[src/rtl/hilo_muldiv_unit.sv]
// HI/LO multiply-divide unit: iterative shift-add multiply (with accumulate) and restoring divide.
// The divider is only built when the HILO_DIV_EN macro is defined.
module hilo_muldiv_unit #(
   parameter int WIDTH = 32
) (
   input  logic             Clk,
   input  logic             Rst,
   input  logic             Start,
   input  logic [3:0]       Op,
   input  logic [WIDTH-1:0] A,
   input  logic [WIDTH-1:0] B,
   output logic             Busy,
   output logic             Done,
   output logic             DivByZero,
   output logic [WIDTH-1:0] ReadHi,
   output logic [WIDTH-1:0] ReadLo
);

   localparam int CW = $clog2(WIDTH);

   localparam logic [3:0] OP_MULT  = 4'd0;
   localparam logic [3:0] OP_MULTU = 4'd1;
   localparam logic [3:0] OP_MADD  = 4'd2;
   localparam logic [3:0] OP_MADDU = 4'd3;
   localparam logic [3:0] OP_MSUB  = 4'd4;
   localparam logic [3:0] OP_MSUBU = 4'd5;
   localparam logic [3:0] OP_DIV   = 4'd6;
   localparam logic [3:0] OP_DIVU  = 4'd7;
   localparam logic [3:0] OP_MTHI  = 4'd8;
   localparam logic [3:0] OP_MTLO  = 4'd9;

`ifdef HILO_DIV_EN
   typedef enum logic [1:0] {IDLE, MUL, DIV, COMMIT} state_t;
`else
   typedef enum logic [1:0] {IDLE, MUL, COMMIT} state_t;
`endif

   state_t                 state_reg;
   logic [3:0]             op_reg;
   logic [WIDTH-1:0]       hi_reg;
   logic [WIDTH-1:0]       lo_reg;
   logic                   busy_reg;
   logic                   done_reg;
   logic [CW-1:0]          cnt_reg;
   // Shared work register: {partial product, multiplier} or {remainder, quotient}
   logic [2*WIDTH-1:0]     prod_reg;
   logic [WIDTH-1:0]       mcand_reg;
   logic                   neg_reg;

   logic                   legal;
   logic                   signed_op;
   logic                   skip_write;
   logic [WIDTH:0]         mul_sum;
   logic [2*WIDTH-1:0]     mul_next;
   logic [2*WIDTH-1:0]     prod_signed;
   logic [2*WIDTH-1:0]     commit_hilo;

   function automatic logic [WIDTH-1:0] mag(input logic [WIDTH-1:0] x, input logic sgn);
      return (sgn && x[WIDTH-1]) ? -x : x;
   endfunction

   assign signed_op = ~Op[0];

   always_comb begin
      legal = 1'b0;
      case (Op)
         OP_MULT, OP_MULTU, OP_MADD, OP_MADDU,
         OP_MSUB, OP_MSUBU, OP_MTHI, OP_MTLO: legal = 1'b1;
`ifdef HILO_DIV_EN
         OP_DIV, OP_DIVU:                     legal = 1'b1;
`endif
         default:                             legal = 1'b0;
      endcase
   end

   assign mul_sum     = {1'b0, prod_reg[2*WIDTH-1:WIDTH]} + (prod_reg[0] ? {1'b0, mcand_reg} : '0);
   assign mul_next    = {mul_sum, prod_reg[WIDTH-1:1]};
   assign prod_signed = neg_reg ? -prod_reg : prod_reg;

`ifdef HILO_DIV_EN
   logic                   dbz_reg;
   logic                   dz_pend_reg;
   logic                   rneg_reg;
   logic [WIDTH:0]         div_shift;
   logic [WIDTH:0]         div_diff;
   logic [2*WIDTH-1:0]     div_next;

   // Restoring step: shift in the next dividend bit, keep the subtraction only if it did not borrow
   assign div_shift  = prod_reg[2*WIDTH-1:WIDTH-1];
   assign div_diff   = div_shift - {1'b0, mcand_reg};
   assign div_next   = {div_diff[WIDTH] ? div_shift[WIDTH-1:0] : div_diff[WIDTH-1:0],
                        prod_reg[WIDTH-2:0], ~div_diff[WIDTH]};
   assign skip_write = dz_pend_reg;
   assign DivByZero  = dbz_reg;
`else
   assign skip_write = 1'b0;
   assign DivByZero  = 1'b0;
`endif

   always_comb begin
      commit_hilo = prod_signed;
      case (op_reg)
         OP_MADD, OP_MADDU: commit_hilo = {hi_reg, lo_reg} + prod_signed;
         OP_MSUB, OP_MSUBU: commit_hilo = {hi_reg, lo_reg} - prod_signed;
`ifdef HILO_DIV_EN
         OP_DIV, OP_DIVU:
            commit_hilo = {rneg_reg ? -prod_reg[2*WIDTH-1:WIDTH] : prod_reg[2*WIDTH-1:WIDTH],
                           neg_reg  ? -prod_reg[WIDTH-1:0]       : prod_reg[WIDTH-1:0]};
`endif
         default: commit_hilo = prod_signed;
      endcase
   end

   always_ff @(posedge Clk or posedge Rst) begin
      if (Rst) begin
         state_reg <= IDLE;
         op_reg    <= '0;
         hi_reg    <= '0;
         lo_reg    <= '0;
         busy_reg  <= 1'b0;
         done_reg  <= 1'b0;
         cnt_reg   <= '0;
         prod_reg  <= '0;
         mcand_reg <= '0;
         neg_reg   <= 1'b0;
`ifdef HILO_DIV_EN
         dbz_reg     <= 1'b0;
         dz_pend_reg <= 1'b0;
         rneg_reg    <= 1'b0;
`endif
      end else begin
         done_reg <= 1'b0;
`ifdef HILO_DIV_EN
         dbz_reg  <= 1'b0;
`endif
         case (state_reg)
            IDLE: begin
               if (Start && legal) begin
                  op_reg  <= Op;
                  cnt_reg <= '0;
                  neg_reg <= signed_op & (A[WIDTH-1] ^ B[WIDTH-1]);
`ifdef HILO_DIV_EN
                  rneg_reg    <= signed_op & A[WIDTH-1];
                  dz_pend_reg <= 1'b0;
`endif
                  if (Op == OP_MTHI) begin
                     hi_reg   <= A;
                     done_reg <= 1'b1;
                  end else if (Op == OP_MTLO) begin
                     lo_reg   <= A;
                     done_reg <= 1'b1;
`ifdef HILO_DIV_EN
                  end else if (Op == OP_DIV || Op == OP_DIVU) begin
                     busy_reg    <= 1'b1;
                     mcand_reg   <= mag(B, signed_op);
                     prod_reg    <= {{WIDTH{1'b0}}, mag(A, signed_op)};
                     dz_pend_reg <= (B == '0);
                     state_reg   <= (B == '0) ? COMMIT : DIV;
`endif
                  end else begin
                     busy_reg  <= 1'b1;
                     mcand_reg <= mag(A, signed_op);
                     prod_reg  <= {{WIDTH{1'b0}}, mag(B, signed_op)};
                     state_reg <= MUL;
                  end
               end
            end
            MUL: begin
               prod_reg <= mul_next;
               cnt_reg  <= cnt_reg + 1'b1;
               if (cnt_reg == CW'(WIDTH-1)) state_reg <= COMMIT;
            end
`ifdef HILO_DIV_EN
            DIV: begin
               prod_reg <= div_next;
               cnt_reg  <= cnt_reg + 1'b1;
               if (cnt_reg == CW'(WIDTH-1)) state_reg <= COMMIT;
            end
`endif
            COMMIT: begin
               if (!skip_write) {hi_reg, lo_reg} <= commit_hilo;
`ifdef HILO_DIV_EN
               dbz_reg <= dz_pend_reg;
`endif
               done_reg  <= 1'b1;
               busy_reg  <= 1'b0;
               state_reg <= IDLE;
            end
            default: state_reg <= IDLE;
         endcase
      end
   end

   assign Busy   = busy_reg;
   assign Done   = done_reg;
   assign ReadHi = hi_reg;
   assign ReadLo = lo_reg;

endmodule
[config.mk]
export PLATFORM = sky130hd
export DESIGN_NAME = hilo_muldiv_unit
export DESIGN_NICKNAME = d
export VERILOG_FILES = /design/src/rtl/hilo_muldiv_unit.sv
export SDC_FILE = /design/constraint.sdc
export NUM_CORES = 1
export LEC_CHECK = 0
export ABC_AREA = 0
export BUFFER_PORTS_ARGS = -buffer_cell sky130_fd_sc_hd__buf_2
export CAP_MARGIN = 30
export CORE_MARGIN = 2
export CORE_UTILIZATION = 65
export CTS_BUF_LIST = sky130_fd_sc_hd__clkbuf_8
export DETAILED_ROUTE_END_ITERATION = 10
export GPL_TIMING_DRIVEN = 0
export PLACE_DENSITY = 0.94
export SLEW_MARGIN = 25
export SYNTH_ARGS = -nofsm -noshare
export SYNTH_HDL_FRONTEND = slang
export SYNTH_SLANG_ARGS = --single-unit
[constraint.sdc]
create_clock -name Clk -period 11.3 [get_ports Clk]
set_clock_uncertainty 0.1 [all_clocks]
set_input_delay 3.39 -clock Clk [delete_from_list [all_inputs] [get_ports Clk]]
set_output_delay 3.39 -clock Clk [all_outputs]
set_load 0.02 [all_outputs]
==> flow_metrics.tcl <==
set metrics [dict create \
    outcome "finished clean" \
    cp_max_fo 10 \
    clk_latency_ns 0.52 \
    finalSetupTns_ns 0 \
    hp-start "mcand_reg[0]$_DFFE_PP0P_" \
    hpwl_mm 52.0 \
    post_drt_wl_per_cell_um 24.0 \
    rrSetupSlack_ns 2.88 \
    synth_largest_area_cell "dfrtp_1" \
    holdCritPathClass "reg -> reg" \
    yosysSeqAreaShare 0.245 \
    synth_nets 2482 \
    diodes 0 \
    async_flop_share 1.00 \
    largest_reg_flops 64 \
    fmax_mhz 119 \
    slew_headroom 0.364 \
    synth_top_area_frac 0.245 \
    port-buffer-count 135 \
    drc 0 \
    die-area_um2 28500 \
    r2r_start "prod_reg[0]$_DFFE_PP0P_" \
    drt_wl_total_mm 67.6 \
    start_util 0.660 \
    postCtsHoldBufs 0 \
    antenna_found_initial 2 \
    netlist_area_um2 17700 \
    critical_path_class "reg -> reg" \
    worstMarginPinSlew_ns 0.952 \
    setup_viol 0 \
    vias 19700 \
    cp-start-kind "register" \
    synth_cell_types 83 \
    end_kind "register" \
    grt_max_degree 104 \
    hold_path_end "mcand_reg[0]$_DFFE_PP0P_" \
    grt.overflow.total 0 \
    die_h_um 169 \
    cap_violations 0 \
    clkSinkCount 173 \
    gp_congestion 1.03 \
    core.rowCount 60 \
    synth_edf_count 0 \
    nets 2640 \
    worstPathArrival_ns 8.73 \
    clk_pin_slew_ns 0.12 \
    fillers 2149 \
    ant_nets 0 \
    htree_levels 4 \
    area_growth_pct 8.76 \
    viasPerCell 6.98 \
    cts_buffers 17 \
    finalHoldViolations 0 \
    ios 138 \
    fin_crit_sh 0.745 \
    final.min_clock_period_ns 8.42 \
    cts_tree "built" \
    drt_pass1_iterations 8 \
    r2r_end "ReadHi[26]$_DFFE_PP0P_" \
    synth_cells 2308 \
    drtIter0Drc 3121 \
    clock_path_buffers 2 \
    fp.dieW_um 169 \
    avgSynthCellArea_um2 7.66 \
    rsz0062_at_grt "no" \
    ys_ff_latch 173 \
    ys_warn_count 0 \
    slew_viol_final 0 \
    grt_pass1_vias 18200 \
    cts.repair.resized 0 \
    drive_gt1_frac 0.0928 \
    cts-root-buf "clkbuf_8" \
    reg2reg_depth 25 \
    cp.required_ns 11.61 \
    core_um2 26800 \
    holdPathStages 2 \
    grt_pass1_wl_mm 103 \
    post_cts_buffers 0 \
    synth.area.top_cells "dfrtp_1 24%, xnor2_1 7.2%, ha_1 7.1%, o21ai_0 6.9%, xor2_1 5.8%" \
    track_usage 0.466 \
    synth_flop_cell "dfrtp_1" \
]
==> area by class of cell <==
class	instances	area (um^2)	share of cell area
multi-input cells	1944	12600	0.655
flip-flops and latches	173	4330	0.225
repair buffers	139	718	0.0373
plain buffers	147	584	0.0304
well taps	341	427	0.0222
clock buffers	18	248	0.0129
inverters	44	173	0.00898
clock inverters	14	150	0.00780
==> per-layer routing <==
metal,GRT usage,vias to the layer above,share of wire
li1,-,8722,-
met1,0.632,9119,0.39
met2,0.684,1558,0.41
met3,0.124,273,0.14
met4,0.240,4,0.060
met5,0,-,0.00041
==> worst max-delay path by stage <==
stage                            startpoint                     end  slack, ns
finish              prod_reg[0]$_DFFE_PP0P_  ReadHi[26]$_DFFE_PP0P_       2.88
detailed placement  prod_reg[0]$_DFFE_PP0P_  ReadHi[31]$_DFFE_PP0P_       3.12
global placement                        Rst  ReadHi[24]$_DFFE_PP0P_       1.08
global route        prod_reg[0]$_DFFE_PP0P_  ReadHi[26]$_DFFE_PP0P_       2.38
CTS                 prod_reg[0]$_DFFE_PP0P_  ReadHi[31]$_DFFE_PP0P_       3.07
floorplan                               Rst        Busy$_DFFE_PP0P_       3.12
==> metrics by stage <==
stage	cell area, um^2	setup WS [ns]	util	instances	hold WS, ns
floorplan	17700	3.12	-	2308	0.342
global placement	18800	1.08	0.701	2784	0.359
detailed placement	18800	3.12	0.702	2785	0.368
CTS	19200	3.07	0.717	2817	0.392
global route	19200	2.38	0.718	2820	0.417
finish	19200	2.88	0.718	2820	0.397
==> critical path: stages, from the launching register on <==
cell and delay, ns:
dfrtp_1 0.45, clkbuf_1 0.31, inv_1 0.27, ha_1 0.30
or4b_4 0.50, clkbuf_1 0.22, o41ai_1 0.69, xor2_1 0.36
nand4b_1 0.17, nor4_1 0.55, and2_1 0.26, nand3_1 0.14
o21ai_0 0.25, xor2_1 0.23, ha_1 0.26, clkbuf_1 0.18
a21oi_1 0.17, o21ai_0 0.14, or3_1 0.43, a311oi_1 0.48
o221ai_1 0.32, a31o_2 0.34, a31oi_1 0.47, a21oi_1 0.15
mux2_2 0.30, a221oi_1 0.26
==> Yosys cell counts, drive strengths merged, types with 42 or more instances <==
library cell  instances
clkbuf              126
nand2               269
dfrtp               173
xnor2               145
a21o                 64
and2                 46
a31oi                42
o21ai               245
a21oi               180
nand3                45
ha                  101
nor2                157
xor2                117
inv                  44
==> placed cells by master (no fill, tap or decap), types with 45 or more instances in the layout <==
master      n
xor2_1    117
nand2_1   269
clkbuf_1  126
ha_1      101
a21o_1     64
nand3_1    45
xnor2_1   145
buf_2     140
nor2_1    156
dfrtp_1   173
a21oi_1   180
o21ai_0   244
and2_1     46
==> logic make-up (layout without fill, tap and decap cells) <==
group / after synthesis / in the layout / synth area share
xor gates and xnor gates: 262 / 262 / 0.130
other: 1 / 1 / 0.000212
buffers and inverters: 191 / 362 / 0.0424
muxes: 47 / 47 / 0.0278
DFF: 173 / 173 / 0.245
adders and majority gates: 104 / 104 / 0.0743
AOI/OAI and AO/OA: 778 / 778 / 0.274
and+or+nand+nor: 752 / 752 / 0.207
Power is left out: the tool's default activity adds up to more than one toggle a clock period on the data nets, which glitch-free logic cannot reach.
